--- src/rtl/riscv_boot_loader_pkg.sv ---
// Shared types and defaults for the byte-stream boot loader feeding riscv_mcu.
// Frame layout: MAGIC, LEN_LO, LEN_HI, 4*N little-endian data bytes, CSUM.
package riscv_boot_loader_pkg;

    localparam int          ADDR_W_DEF     = 10;
    localparam int          IMEM_WORDS_DEF = 1024;
    localparam logic [7:0]  MAGIC_DEF      = 8'hA5;

    typedef enum logic [2:0] {
        S_IDLE   = 3'd0,
        S_LEN_LO = 3'd1,
        S_LEN_HI = 3'd2,
        S_DATA   = 3'd3,
        S_CSUM   = 3'd4,
        S_RUN    = 3'd5
    } state_t;

    // Byte 3 arrives last; the three earlier bytes sit in the shift register as {b2,b1,b0}.
    function automatic logic [31:0] pack_word(input logic [23:0] low, input logic [7:0] b3);
        return {b3, low};
    endfunction

endpackage

--- src/rtl/riscv_boot_loader_if.sv ---
// Byte-stream input and instruction-memory write port of the boot loader.
// Modport master is the loader side; slave is the source/memory side.
interface riscv_boot_loader_if #(
    parameter int ADDR_W = 10
) ();
    logic              in_valid;
    logic [7:0]        in_data;
    logic              in_ready;
    logic              imem_we;
    logic [ADDR_W-1:0] imem_addr;
    logic [31:0]       imem_wdata;

    modport master (
        input  in_valid, in_data,
        output in_ready, imem_we, imem_addr, imem_wdata
    );

    modport slave (
        output in_valid, in_data,
        input  in_ready, imem_we, imem_addr, imem_wdata
    );
endinterface

--- src/rtl/riscv_boot_loader.sv ---
// Receives a framed program image, packs bytes into LE words, writes them to imem and
// releases the CPU reset only after the checksum over the data bytes matches.
module riscv_boot_loader
    import riscv_boot_loader_pkg::*;
#(
    parameter int         ADDR_W     = ADDR_W_DEF,
    parameter int         IMEM_WORDS = IMEM_WORDS_DEF,
    parameter logic [7:0] MAGIC      = MAGIC_DEF
) (
    input  logic                    clk,
    input  logic                    rst,
    riscv_boot_loader_if.master     bus,
    output logic                    cpu_rst_n_o,
    output logic                    load_done_o,
    output logic                    load_err_o,
    output logic [ADDR_W:0]         words_loaded_o,
    output state_t                  state_o
);

    localparam logic [15:0] MAX_WORDS = 16'(IMEM_WORDS);

    state_t              state_q, state_d;
    logic                in_ready_q, in_ready_d;
    logic [7:0]          len_lo_q, len_lo_d;
    logic [15:0]         len_q, len_d;
    logic [7:0]          sum_q, sum_d;
    logic [1:0]          lane_q, lane_d;
    logic [ADDR_W:0]     word_q, word_d;
    logic [23:0]         shift_q, shift_d;
    logic                we_q, we_d;
    logic [ADDR_W-1:0]   addr_q, addr_d;
    logic [31:0]         wdata_q, wdata_d;
    logic                cpu_rst_n_q, cpu_rst_n_d;
    logic                done_q, done_d;
    logic                err_q, err_d;
    logic [ADDR_W:0]     words_q, words_d;
    logic                accept;
    logic [15:0]         len_rx;

    assign accept = bus.in_valid && in_ready_q;
    assign len_rx = {bus.in_data, len_lo_q};

    always_comb begin
        state_d     = state_q;
        in_ready_d  = 1'b1;
        len_lo_d    = len_lo_q;
        len_d       = len_q;
        sum_d       = sum_q;
        lane_d      = lane_q;
        word_d      = word_q;
        shift_d     = shift_q;
        we_d        = 1'b0;
        addr_d      = addr_q;
        wdata_d     = wdata_q;
        cpu_rst_n_d = cpu_rst_n_q;
        done_d      = done_q;
        err_d       = err_q;
        words_d     = words_q;

        unique case (state_q)
            S_IDLE, S_RUN: begin
                // MAGIC in RUN is a live reload: CPU goes back into reset first.
                if (accept && bus.in_data == MAGIC) begin
                    state_d     = S_LEN_LO;
                    err_d       = 1'b0;
                    words_d     = '0;
                    lane_d      = '0;
                    word_d      = '0;
                    sum_d       = '0;
                    cpu_rst_n_d = 1'b0;
                    done_d      = 1'b0;
                end
            end
            S_LEN_LO: begin
                if (accept) begin
                    len_lo_d = bus.in_data;
                    state_d  = S_LEN_HI;
                end
            end
            S_LEN_HI: begin
                if (accept) begin
                    len_d = len_rx;
                    if (len_rx > MAX_WORDS) begin
                        err_d   = 1'b1;
                        state_d = S_IDLE;
                    end else if (len_rx == 16'd0) begin
                        state_d = S_CSUM;
                    end else begin
                        state_d = S_DATA;
                    end
                end
            end
            S_DATA: begin
                if (accept) begin
                    sum_d  = sum_q + bus.in_data;
                    lane_d = lane_q + 2'd1;
                    if (lane_q == 2'd3) begin
                        we_d    = 1'b1;
                        addr_d  = word_q[ADDR_W-1:0];
                        wdata_d = pack_word(shift_q, bus.in_data);
                        words_d = words_q + (ADDR_W+1)'(1);
                        word_d  = word_q + (ADDR_W+1)'(1);
                        if (16'(word_q) + 16'd1 == len_q) begin
                            state_d = S_CSUM;
                        end
                    end else begin
                        shift_d = {bus.in_data, shift_q[23:8]};
                    end
                end
            end
            S_CSUM: begin
                if (accept) begin
                    if (bus.in_data == sum_q) begin
                        state_d     = S_RUN;
                        done_d      = 1'b1;
                        cpu_rst_n_d = 1'b1;
                    end else begin
                        err_d   = 1'b1;
                        state_d = S_IDLE;
                    end
                end
            end
            default: state_d = S_IDLE;
        endcase
    end

    always_ff @(posedge clk) begin
        if (rst) begin
            state_q     <= S_IDLE;
            in_ready_q  <= 1'b0;
            len_lo_q    <= '0;
            len_q       <= '0;
            sum_q       <= '0;
            lane_q      <= '0;
            word_q      <= '0;
            shift_q     <= '0;
            we_q        <= 1'b0;
            addr_q      <= '0;
            wdata_q     <= '0;
            cpu_rst_n_q <= 1'b0;
            done_q      <= 1'b0;
            err_q       <= 1'b0;
            words_q     <= '0;
        end else begin
            state_q     <= state_d;
            in_ready_q  <= in_ready_d;
            len_lo_q    <= len_lo_d;
            len_q       <= len_d;
            sum_q       <= sum_d;
            lane_q      <= lane_d;
            word_q      <= word_d;
            shift_q     <= shift_d;
            we_q        <= we_d;
            addr_q      <= addr_d;
            wdata_q     <= wdata_d;
            cpu_rst_n_q <= cpu_rst_n_d;
            done_q      <= done_d;
            err_q       <= err_d;
            words_q     <= words_d;
        end
    end

    assign bus.in_ready   = in_ready_q;
    assign bus.imem_we    = we_q;
    assign bus.imem_addr  = addr_q;
    assign bus.imem_wdata = wdata_q;
    assign cpu_rst_n_o    = cpu_rst_n_q;
    assign load_done_o    = done_q;
    assign load_err_o     = err_q;
    assign words_loaded_o = words_q;
    assign state_o        = state_q;

endmodule

--- src/flat_wrapper.sv ---
// flat-port wrapper written by rule: the top's interface ports become plain ports
module riscv_boot_loader_flat import riscv_boot_loader_pkg::*;
#(
    parameter int         ADDR_W     = ADDR_W_DEF,
    parameter int         IMEM_WORDS = IMEM_WORDS_DEF,
    parameter logic [7:0] MAGIC      = MAGIC_DEF
)
  (clk, rst, cpu_rst_n_o, load_done_o, load_err_o, words_loaded_o, state_o, bus_in_valid, bus_in_data, bus_in_ready, bus_imem_we, bus_imem_addr, bus_imem_wdata);
  riscv_boot_loader_if #(.ADDR_W(ADDR_W)) bus_i ();
  input  logic clk;
  input  logic rst;
  output logic cpu_rst_n_o;
  output logic load_done_o;
  output logic load_err_o;
  output logic [ADDR_W:0] words_loaded_o;
  output state_t state_o;
  input wire logic [$bits(bus_i.in_valid)-1:0] bus_in_valid;
  input wire logic [$bits(bus_i.in_data)-1:0] bus_in_data;
  output wire logic [$bits(bus_i.in_ready)-1:0] bus_in_ready;
  output wire logic [$bits(bus_i.imem_we)-1:0] bus_imem_we;
  output wire logic [$bits(bus_i.imem_addr)-1:0] bus_imem_addr;
  output wire logic [$bits(bus_i.imem_wdata)-1:0] bus_imem_wdata;
  assign bus_i.in_valid = bus_in_valid;
  assign bus_i.in_data = bus_in_data;
  assign bus_in_ready = bus_i.in_ready;
  assign bus_imem_we = bus_i.imem_we;
  assign bus_imem_addr = bus_i.imem_addr;
  assign bus_imem_wdata = bus_i.imem_wdata;
  riscv_boot_loader #(.ADDR_W(ADDR_W), .IMEM_WORDS(IMEM_WORDS), .MAGIC(MAGIC)) u_core (.clk(clk), .rst(rst), .bus(bus_i), .cpu_rst_n_o(cpu_rst_n_o), .load_done_o(load_done_o), .load_err_o(load_err_o), .words_loaded_o(words_loaded_o), .state_o(state_o));
endmodule
--- config.mk ---
export PLATFORM = sky130hd
export DESIGN_NAME = riscv_boot_loader_flat
export DESIGN_NICKNAME = d
export VERILOG_FILES = /design/src/rtl/riscv_boot_loader_pkg.sv /design/src/rtl/riscv_boot_loader_if.sv /design/src/rtl/riscv_boot_loader.sv /design/src/flat_wrapper.sv
export SDC_FILE = /design/constraint.sdc
export NUM_CORES = 1
export LEC_CHECK = 0
export ABC_CLOCK_PERIOD_IN_PS = 3100
export BUFFER_PORTS_ARGS = -buffer_cell sky130_fd_sc_hd__buf_2
export CAP_MARGIN = 10
export CORE_MARGIN = 2
export CORE_UTILIZATION = 58
export DETAILED_ROUTE_END_ITERATION = 10
export GPL_ROUTABILITY_DRIVEN = 0
export MAX_ROUTING_LAYER = met4
export PLACE_DENSITY = 0.8
export RECOVER_POWER = 25
export SLEW_MARGIN = 20
export SYNTH_ARGS = -nofsm -noshare
export SYNTH_HDL_FRONTEND = slang
export SYNTH_SLANG_ARGS = --single-unit
--- constraint.sdc ---
create_clock -name clk -period 3.1 [get_ports clk]
set_clock_uncertainty 0.15 [all_clocks]
set_input_delay 0.465 -clock clk [delete_from_list [all_inputs] [get_ports clk]]
set_output_delay 0.465 -clock clk [all_outputs]
set_load 0.01 [all_outputs]
After elaboration in Yosys (flattened, before gate mapping)
Index checks and enable logic that the tools add are counted.
{ "op_classes": {"addsub": 5, "magnitude_cmp": 1, "n_eq_ne": 19, "muxes": 35, "n_bitwise": 3, "n_reduce_logical": 18} }
{ "ops": {"columns": ["cell", "count"], "rows": [
  ["$mux 11", 5],
  ["$pmux 11 s2", 2],
  ["$mux 3", 10],
  ["$add 11x1->11 const B", 2],
  ["$ne 2x1->1 const B", 9],
  ["$eq 16x16->1", 1],
  ["$gt 16x11->1 const B", 1],
  ["$logic_not 16->1", 1],
  ["$mux 8", 2],
  ["$pmux 8 s2", 1],
  ["$pmux 3 s5", 1],
  ["$add 11x1->12 const B", 1],
  ["$mux 1", 9],
  ["$reduce_and 3->1", 3],
  ["$add 8x8->8", 1],
  ["$eq 8x8->1", 1],
  ["$eq 8x8->1 const B", 1],
  ["$reduce_and 4->1", 2],
  ["$reduce_and 7->1", 1],
  ["$eq 3x2->1 const B", 2],
  ["$eq 3x3->1 const B", 2],
  ["$reduce_and 6->1", 1],
  ["$mux 2", 2],
  ["$pmux 2 s2", 1],
  ["other kinds (14)", 19]
]} }
{ "totals": {"reg_bits": 129, "out_inout_bits": 61, "elab_cells": 95} }

Depth between registers and ports, before layout
Gate-level depths: netlist of run 1.
{ "depth": {"ltp_word": 6, "ltp_mapped": 9, "depth_no_buf": 8} }

Worst setup path after synthesis of run 1
Ideal clock, no wire load.
{ "synth_path": {"kind": "input -> register", "from": "input bus_in_data[3]", "to": "register u_core.words_q[5] (netlist: u_core.words_loaded_o[5])", "arrival_ns": 2.117, "path_slack_ns": 0.711, "stages": 7, "path_cell_list": "buf_6 -> or4_4 -> nor3_4 -> a21oi_2 -> or4b_1 -> xor2_1 -> nor2_2"} }
{ "synth_between": {"elab_chain_cells": 4} }
{ "synth_rtl": {"columns": ["element", "line_no", "source"], "rows": [
  ["start, declared", "flat_wrapper.sv:18", "input wire logic [$bits(bus_i.in_data)-1:0] bus_in_data;"],
  ["$eq 8x8->1", "riscv_boot_loader.sv:63", "if (accept && bus.in_data == MAGIC) begin"],
  ["$logic_and 1x1->1", "riscv_boot_loader.sv:63", null],
  ["$ne 2x1->1 (no source line)", null, null],
  ["$reduce_and 4->1 (no source line)", null, null],
  ["end signal, assigned", "riscv_boot_loader.sv:159", "words_q <= words_d;"],
  ["end, declared", "riscv_boot_loader.sv:36", "logic [ADDR_W:0] words_q, words_d;"]
]} }
No other way between the ends.
A chain may end at the register's enable or synchronous reset.

Worst setup path after layout of run 1
{ "layout_path": {"from": "register u_core.state_q[1] (netlist: u_core.state_o[1])", "to": "register u_core.words_q[5] (netlist: u_core.words_loaded_o[5])"} }
{ "layout_between": {"elab_chain_cells": 4, "word_cells_on_any_way": 10, "cone_classes": "eq/ne: 5; mux: 1; reduce/logical: 4"} }
{ "layout_rtl": {"columns": ["element", "line_no", "source"], "rows": [
  ["start, declared", "riscv_boot_loader.sv:22", "state_t state_q, state_d;"],
  ["start signal, assigned", "riscv_boot_loader.sv:145", "state_q <= state_d;"],
  ["$eq 3x3->1 or $logic_not 3->1 (tied branches)", "riscv_boot_loader.sv:60", "unique case (state_q)"],
  ["$reduce_or 2->1", "riscv_boot_loader.sv:60", null],
  ["$ne 2x1->1 (no source line) or $reduce_bool 2->1 (tied branches)", null, null],
  ["$reduce_and 4->1 (no source line)", null, null]
]} }
Several ways; a longest one is shown, not always the timed one.

==> results.md, run 1 <==
Global route:
- The largest net degree at the start of global routing is 81.
- The number of antenna violations at the first check in global routing is 0.
- The wire length of the first global-routing pass is 22.7 mm.
- The global-route congestion overflow total is 0.
- For this run, the total global-route usage over all layers was measured as 28.0%.
- The via count of the first global-routing pass came to 4856.

Synthesis:
- The number of unique standard cell types used by synthesis is 56.
- The flip-flop and latch count after synthesis is 129.
- The mean area per synthesized cell is 7.84 um^2.
- Counting flops with an async set or reset pin after synthesis yields a share of 0%.
- The number of instances in the synthesized netlist is 723.
- Among all flip-flop cells after synthesis, the most frequent one is sky130_fd_sc_hd__dfxtp_1.
- During synthesis, Yosys emitted a total of 0 warnings.
- The cell area that synthesis handed to floorplanning was 5670 um^2.
- The number of synthesized flops with an enable pin is 0.
- The number of nets produced by synthesis is 745.
- The sequential element share of the synthesized area is 45.5%.

Run:
- The count of max-cap constraint violations is 0.

STA:
- The count of pins over their slew limit was 0.
- The minimum clock period after layout is 2580 ps.
- The total count of hold-check failures in the final report is 0.
- Based on the critical path, the design can be clocked at up to 387 MHz.
- Of the available clock period, the critical path in the final layout requires 83.3%.
- Setup violations remaining at the end of the flow were counted as 0.
- The setup TNS is 0 ps.
- In this run the tightest slew margin relative to its limit is 43.9%.
- Setup repair after global routing left no endpoint under its margin.
- The hold slack is 110 ps.
- The slew at the pin with the worst max-slew slack is 838 ps.

Clock tree:
- The number of setup buffers added after CTS is 0.
- The number of hold buffers added after CTS was 0.
- Counting along the longest clock path gives a buffer depth of 2.
- The clock net sink count is 129.
- The cell sitting at the root of the clock tree is a sky130_fd_sc_hd__clkbuf_8.
- The clock latency at the later pin of the worst-skew pair is 530 ps.
- The number of buffers created by CTS is 17.
- TritonCTS built the clock tree.
- The H-tree was split into 4 levels.
- After clock tree synthesis, the repair step resized 0 gates.
- After clock tree synthesis, the clock-pin slew on the worst setup and hold paths is 70 ps.

Finish:
- The repair_antennas step left the layout with diodes totalling 0.
- The proportion of layout cells with a drive suffix above 1 is 9.51%.
- The fill cell instance count of the final layout is 825.
- The sequential standard cell area is 2580 um^2.
- The number of nets at the end of the flow is 798.
- Summing all multi-input logic gate instances after layout gives 2870 um^2.
- Relative to the synthesized area, the layout overhead comes to 16.5%.

Power:
- Dividing total power by cell area gives a power density of 635 nW/um^2.
- The peak supply drop is 0.369 mV.
- For this design the static power due to leakage is 2.30 nW.

Floorplan:
- The floorplan has 36 rows.
- The die footprint is 10600 um^2.
- The floorplan step set the die width to 103 um.
- The die is 103 um tall.
- The top-level I/O count is 72.
- The area inside the core boundary is 9640 um^2.
- The starting density of the core is 58.8%.

Worst setup path:
- The nature of the critical path endpoint is a flop.
- The critical path starts at u_core.state_o[1]$_SDFFE_PP0P_.
- Data on the critical path arrives at its endpoint at 2840 ps.
- The worst-path maximum fanout is 14.
- The category of the critical setup timing path is reg2reg.
- The worst register-to-register path begins at u_core.state_o[1]$_SDFFE_PP0P_.
- STA puts the critical path data required time at 3360 ps.
- The worst setup path is launched from a flop.

Hold path:
- The path type of the worst min-delay path is in2reg.
- The startpoint of the worst hold path is bus_in_data[6].

Detailed routing:
- In this run, the number of DRC markers left after iteration 0 of detailed routing was 388.
- Wires add up to 13.8 mm.
- Dividing the detail-routed via count by the number of cells gives 5.72.
- The length of the first detailed-routing pass in iterations is 5.
- The detailed router placed 5272 vias in this run.
- The detail-routed net length per standard cell is 15.0 um.
- The detail route stage leaves a number of antenna-violating nets equal to 0.
- The number of design rule violations left after detail routing is 0.

Placement:
- The number of buffer cells added on primary ports is 71.
- The HPWL after detailed placement is 9.15 mm.

Run status:
- The flow ran to the end, and the final reports show no timing, DRC or antenna violations.
## layout make-up
| cell class | count | area share (%) |
|---|---|---|
| Multi-Input combinational cell | 539 | 43.4 |
| Sequential cell | 129 | 39.1 |
| Clock buffer | 18 | 6.33 |
| Timing Repair Buffer | 81 | 5.62 |
| Clock inverter | 14 | 2.58 |
| Tap cell | 133 | 2.52 |
| Inverter | 8 | 0.455 |
## Yosys cell counts, drive strengths merged (2+ instances only)
library cell	instances	area share, %
nand3	23	2.0
o211a	2	0.35
a211oi	2	0.26
mux2i	11	1.9
o21bai	2	0.26
inv	7	0.46
a211o	3	0.46
and2	7	0.77
a41o	2	0.35
nand2b	8	0.88
buf	6	0.68
o21ai	13	1.1
nor2	62	4.1
nand4	8	0.88
xor2	8	1.2
nor2b	3	0.33
o21a	2	0.26
a22oi	8	1.1
nor3b	3	0.40
ha	10	2.2
clkbuf	41	2.7
or3	9	0.99
dfxtp	129	46
nand2	183	12
xnor2	14	2.2
a311oi	2	0.31
and3	2	0.22
nand3b	5	0.66
nor4	9	0.99
a31oi	2	0.22
a21oi	105	9.3
nor3	14	1.6
a21o	2	0.26
## routing by layer
layer	GRT usage [%]	vias to the layer above	wire length [um]
li1	-	2574	-
met1	34.3	2499	6010
met2	46.2	171	6760
met3	4.54	28	753
met4	11.5	0	269
met5	-	-	0
## stage by stage
| step | total power, mW | utilization [%] | cells | setup WS [ps] | instance area, um^2 |
|---|---|---|---|---|---|
| 4_1_cts | 4.19 | 69.2 | 922 | 565 | 6670 |
| 3_3_place_gp | 2.22 | 63.1 | 890 | 438 | 6080 |
| 2_1_floorplan | 2.13 | - | 723 | 711 | 5670 |
| 6_report | 4.19 | 68.5 | 922 | 519 | 6610 |
| 5_1_grt | 4.32 | 68.5 | 922 | 353 | 6610 |
| 3_5_place_dp | 2.23 | 63.1 | 890 | 421 | 6080 |
## registers in the layout, indices dropped and copies added (netlist names)
signal and cells:
u_core.shift_q 24, u_core.sum_q 8, u_core.load_err_o 1, u_core.words_loaded_o 11, u_core.bus.imem_addr 10, u_core.lane_q 2
u_core.cpu_rst_n_o 1, u_core.bus.imem_wdata 32, u_core.bus.in_ready 1, u_core.word_q 11, u_core.len_lo_q 8, u_core.len_q 16
u_core.bus.imem_we 1, u_core.state_o 3
## cell families after synthesis
family                   count (synthesis)  share of synthesized area [%]
multiplexers                            11                           1.94
AO/OA/AOI/OAI                          153                           15.6
AND/OR/NAND/NOR                        342                           27.0
buffers and inverters                   55                           3.95
adder cells (fa/ha/maj)                 11                           2.56
XOR/XNOR                                22                           3.40
flip-flops                             129                           45.5
## worst paths after layout
kind	to	slack, ps	cells past startpoint
max	u_core.words_loaded_o[5]$_SDFFE_PP0P_	520	6
min	u_core.shift_q[22]$_SDFFE_PP0P_	110	3
max reg2reg	u_core.words_loaded_o[5]$_SDFFE_PP0P_	520	6
min reg2reg	u_core.load_err_o$_SDFFE_PP0P_	300	2
## power by group
group          total [mW]  switching [mW]  internal [mW]
Combinational       0.445           0.276          0.168
Sequential           1.77          0.0738           1.69
Clock                1.98           0.804           1.17
## layout by cell type (no fill, tap or decap), types with 8 or more instances in the layout
cell type | Yosys | layout
sky130_fd_sc_hd__a22oi_1 | 8 | 8
sky130_fd_sc_hd__a21oi_1 | 104 | 104
sky130_fd_sc_hd__xor2_1 | 8 | 8
sky130_fd_sc_hd__nor4_1 | 9 | 9
sky130_fd_sc_hd__ha_1 | 10 | 10
sky130_fd_sc_hd__nand2b_1 | 8 | 8
sky130_fd_sc_hd__or3_1 | 9 | 9
sky130_fd_sc_hd__nor2_1 | 61 | 61
sky130_fd_sc_hd__clkbuf_1 | 40 | 48
sky130_fd_sc_hd__buf_4 | 1 | 10
sky130_fd_sc_hd__mux2i_1 | 11 | 11
sky130_fd_sc_hd__clkbuf_16 | 0 | 16
sky130_fd_sc_hd__nand2_1 | 183 | 182
sky130_fd_sc_hd__buf_2 | 4 | 24
sky130_fd_sc_hd__nand3_1 | 23 | 23
sky130_fd_sc_hd__xnor2_1 | 14 | 14
sky130_fd_sc_hd__o21ai_0 | 13 | 13
sky130_fd_sc_hd__nor3_1 | 11 | 11
sky130_fd_sc_hd__dfxtp_1 | 129 | 129
sky130_fd_sc_hd__nand4_1 | 8 | 8
## critical path, stage by stage, from the launching register on
cell and delay [ps]:
sky130_fd_sc_hd__dfxtp_1 600, sky130_fd_sc_hd__nand3b_1 280, sky130_fd_sc_hd__nor2_1 390, sky130_fd_sc_hd__a21oi_2 220
sky130_fd_sc_hd__or4b_1 590, sky130_fd_sc_hd__xor2_1 180, sky130_fd_sc_hd__nor2_2 40
Note: power is estimated with default switching activity, not from simulation.
==> inputs of run 2 (changes only) <==
- ABC_CLOCK_PERIOD_IN_PS: 3100 -> 2350
- CORE_UTILIZATION: 58 -> 52
- PLACE_DENSITY: 0.8 -> 0.76
- clock period: 3.1 -> 2.35 ns (I/O delays scaled with it)
==> results.md, run 2 (synthesis results as in run 1) <==
Detailed routing:
- The length of the first detailed-routing pass in iterations is 5.
- After detailed routing, the number of remaining DRC violations is 0.
- The detail-routed net length per standard cell is 14.9 um.
- After detailed routing, the number of vias per cell comes to 5.57.
- The detailed router's first-iteration violation count is 438.
- Across all layers, the routed design uses 5365 vias.
- Once detail routing completed, the nets flagged for antenna violations numbered 0.
- After detailed routing, the total wire length is 14.4 mm.

STA:
- The slew at the pin with the worst max-slew slack is 1120 ps.
- The period utilization is 96.5%.
- The worst slew slack as a fraction of its limit is 25.1%.
- Setup violations remaining at the end of the flow were counted as 0.
- Setup repair after global routing left no endpoint under its margin.
- The count of pins over their slew limit is 0.
- The highest achievable clock rate is 441 MHz.
- The total count of hold-check failures in the final report came to 0.
- The routed design could run at a clock period as short as 2270 ps.

Global route:
- For this run, global-route usage on met2 was measured as 40.0%.
- The global-route congestion overflow total is 0.
- Global routing used 25.9% of the available tracks.
- The wire length of the first global-routing pass is 23.3 mm.
- For this run, global-route usage on met3 was measured as 4.94%.
- The via count of the first global-routing pass is 4914.
- The peak-usage layer in the global routing report is met2.
- Entering global routing, the biggest net connects 54 pins.
- The met1 usage in global routing is 32.7%.
- The number of antenna violations at the first check in global routing is 0.

Worst setup path:
- Counting cells, the worst reg-to-reg path comes to 7.
- The arrival time reported for the critical path endpoint is 2550 ps.
- The worst setup path is launched from a flop.
- The worst setup path is captured at a flop.
- The category of the critical setup timing path is reg2reg.
- The worst-path maximum fanout is 2.
- At the worst endpoint, the required time is 2630 ps.

Finish:
- After the last flow step, the layout net total stands at 832.
- The growth of design area from synthesis to finish is 22.1%.
- The top cell types in the final layout, fill and taps aside, are sky130_fd_sc_hd__nand2_1 (182), sky130_fd_sc_hd__dfxtp_1 (128), sky130_fd_sc_hd__a21oi_1 (103), sky130_fd_sc_hd__nor2_1 (60), sky130_fd_sc_hd__clkbuf_1 (47).
- The proportion of layout cells with a drive suffix above 1 is 14.0%.
- The repair_antennas step left the layout with diodes totalling 0.
- Counting the fill cells in the layout gives 940.
- The flip-flop count of the largest register after layout is 32.
- The most frequent standard cell in the layout excluding fill and tap cells is sky130_fd_sc_hd__nand2_1.
- The non-filler instance count after layout is 963.

Hold path:
- The tightest min-delay check is of the in2reg type.
- Counting instances, the worst hold path has a depth of 3.

Floorplan:
- The starting density of the core is 52.8%.
- The die is 108 um wide.
- The total number of placement rows is 38.
- The area inside the core boundary is 10700 um^2.
- The die covers 11800 um^2.
- The die span in y is 108 um.
- Pin placement for this block handled 72 I/O pins.

Power:
- The static power due to leakage is 2.50 nW.
- Power comes to 5.71 mW.
- The peak supply drop is 0.427 mV.
- The cell area power density is 824 nW/um^2.

Clock tree:
- The longest clock path from root to sink contains 2 buffers.
- The buffer cell driving the clock tree root is sky130_fd_sc_hd__clkbuf_8.
- Counting the buffers created by CTS gives 17.
- In this run, post-CTS hold repair placed 0 buffers.
- The post-CTS clock slew at the launch and capture registers of the worst setup and hold paths is 60 ps.
- The tree built by TritonCTS fans out to 129 sinks.
- In this run, post-CTS repair resized a total of 0 instances.
- The maximum level of the CTS H-tree is 4.
- The clock latency at the later pin of the worst-skew pair is 540 ps.
- The number of buffers added for setup after CTS is 0.
- TritonCTS built the clock tree.

Run status:
- The run finished with clean final reports.

Placement:
- Buffers placed on the I/O ports in this run total 71.
- The placed wire-length estimate is 9.76 mm.
- The post-placement cell count is 931.

Run:
- The count of max-cap constraint violations is 0.
-- run 2: final cells by class --
class	instances	area (um^2)	share of cell area, %
Inverter	8	30.0	0.434
Clock inverter	14	178	2.57
Tap cell	140	175	2.53
Timing Repair Buffer	115	639	9.24
Clock buffer	18	428	6.18
Multi-Input combinational cell	539	2890	41.7
Sequential cell	129	2580	37.3
-- run 2: path summary, 6_finish.rpt --
| check | from | to | slack (ps) |
|---|---|---|---|
| worst max-delay path | u_core.word_q[0]$_SDFFE_PP0P_ | u_core.state_o[1]$_SDFFE_PP0P_ | 80 |
| worst min-delay path | bus_in_data[7] | u_core.shift_q[23]$_SDFFE_PP0P_ | 20 |
| worst max register to register | u_core.word_q[0]$_SDFFE_PP0P_ | u_core.state_o[1]$_SDFFE_PP0P_ | 80 |
| worst min register to register | u_core.shift_q[6]$_SDFFE_PP0P_ | u_core.bus.imem_wdata[6]$_SDFFE_PP0P_ | 300 |
-- run 2: where the power goes --
part | switching (mW) | internal, mW | total (mW)
Clock | 1.03 | 1.66 | 2.69
Combinational | 0.421 | 0.288 | 0.709
Sequential | 0.0687 | 2.24 | 2.31
-- run 2: critical path, stage by stage (launching register included) --
cell and delay (ps):
sky130_fd_sc_hd__dfxtp_1 350, sky130_fd_sc_hd__ha_1 170, sky130_fd_sc_hd__nand3_1 120, sky130_fd_sc_hd__or3_1 370
sky130_fd_sc_hd__o32a_1 340, sky130_fd_sc_hd__a21oi_1 250, sky130_fd_sc_hd__nand3_1 160, sky130_fd_sc_hd__o211a_1 240
-- run 2: metrics by stage --
stage | setup TNS (ps) | hold slack [ps] | instance area (um^2) | setup slack [ps] | utilization [%]
finish | 0 | 18.5 | 6920 | 81.6 | 64.4
floorplan | 0 | 282 | 5670 | 73.5 | -
CTS | 0 | 2.13 | 6960 | 56.4 | 64.8
global placement | 0 | 283 | 6360 | 12.1 | 59.2
detailed placement | -123 | 297 | 6360 | -60.2 | 59.2
global route | 0 | 26.8 | 6920 | 24.0 | 64.4
-- run 2: layer usage --
layer | vias to the layer above | routed length [um] | share of wire (%)
met1 | 2531 | 6440 | 45
met2 | 164 | 6860 | 48
met3 | 32 | 744 | 5.2
li1 | 2638 | - | -
met4 | 0 | 336 | 2.3
met5 | - | 0 | 0
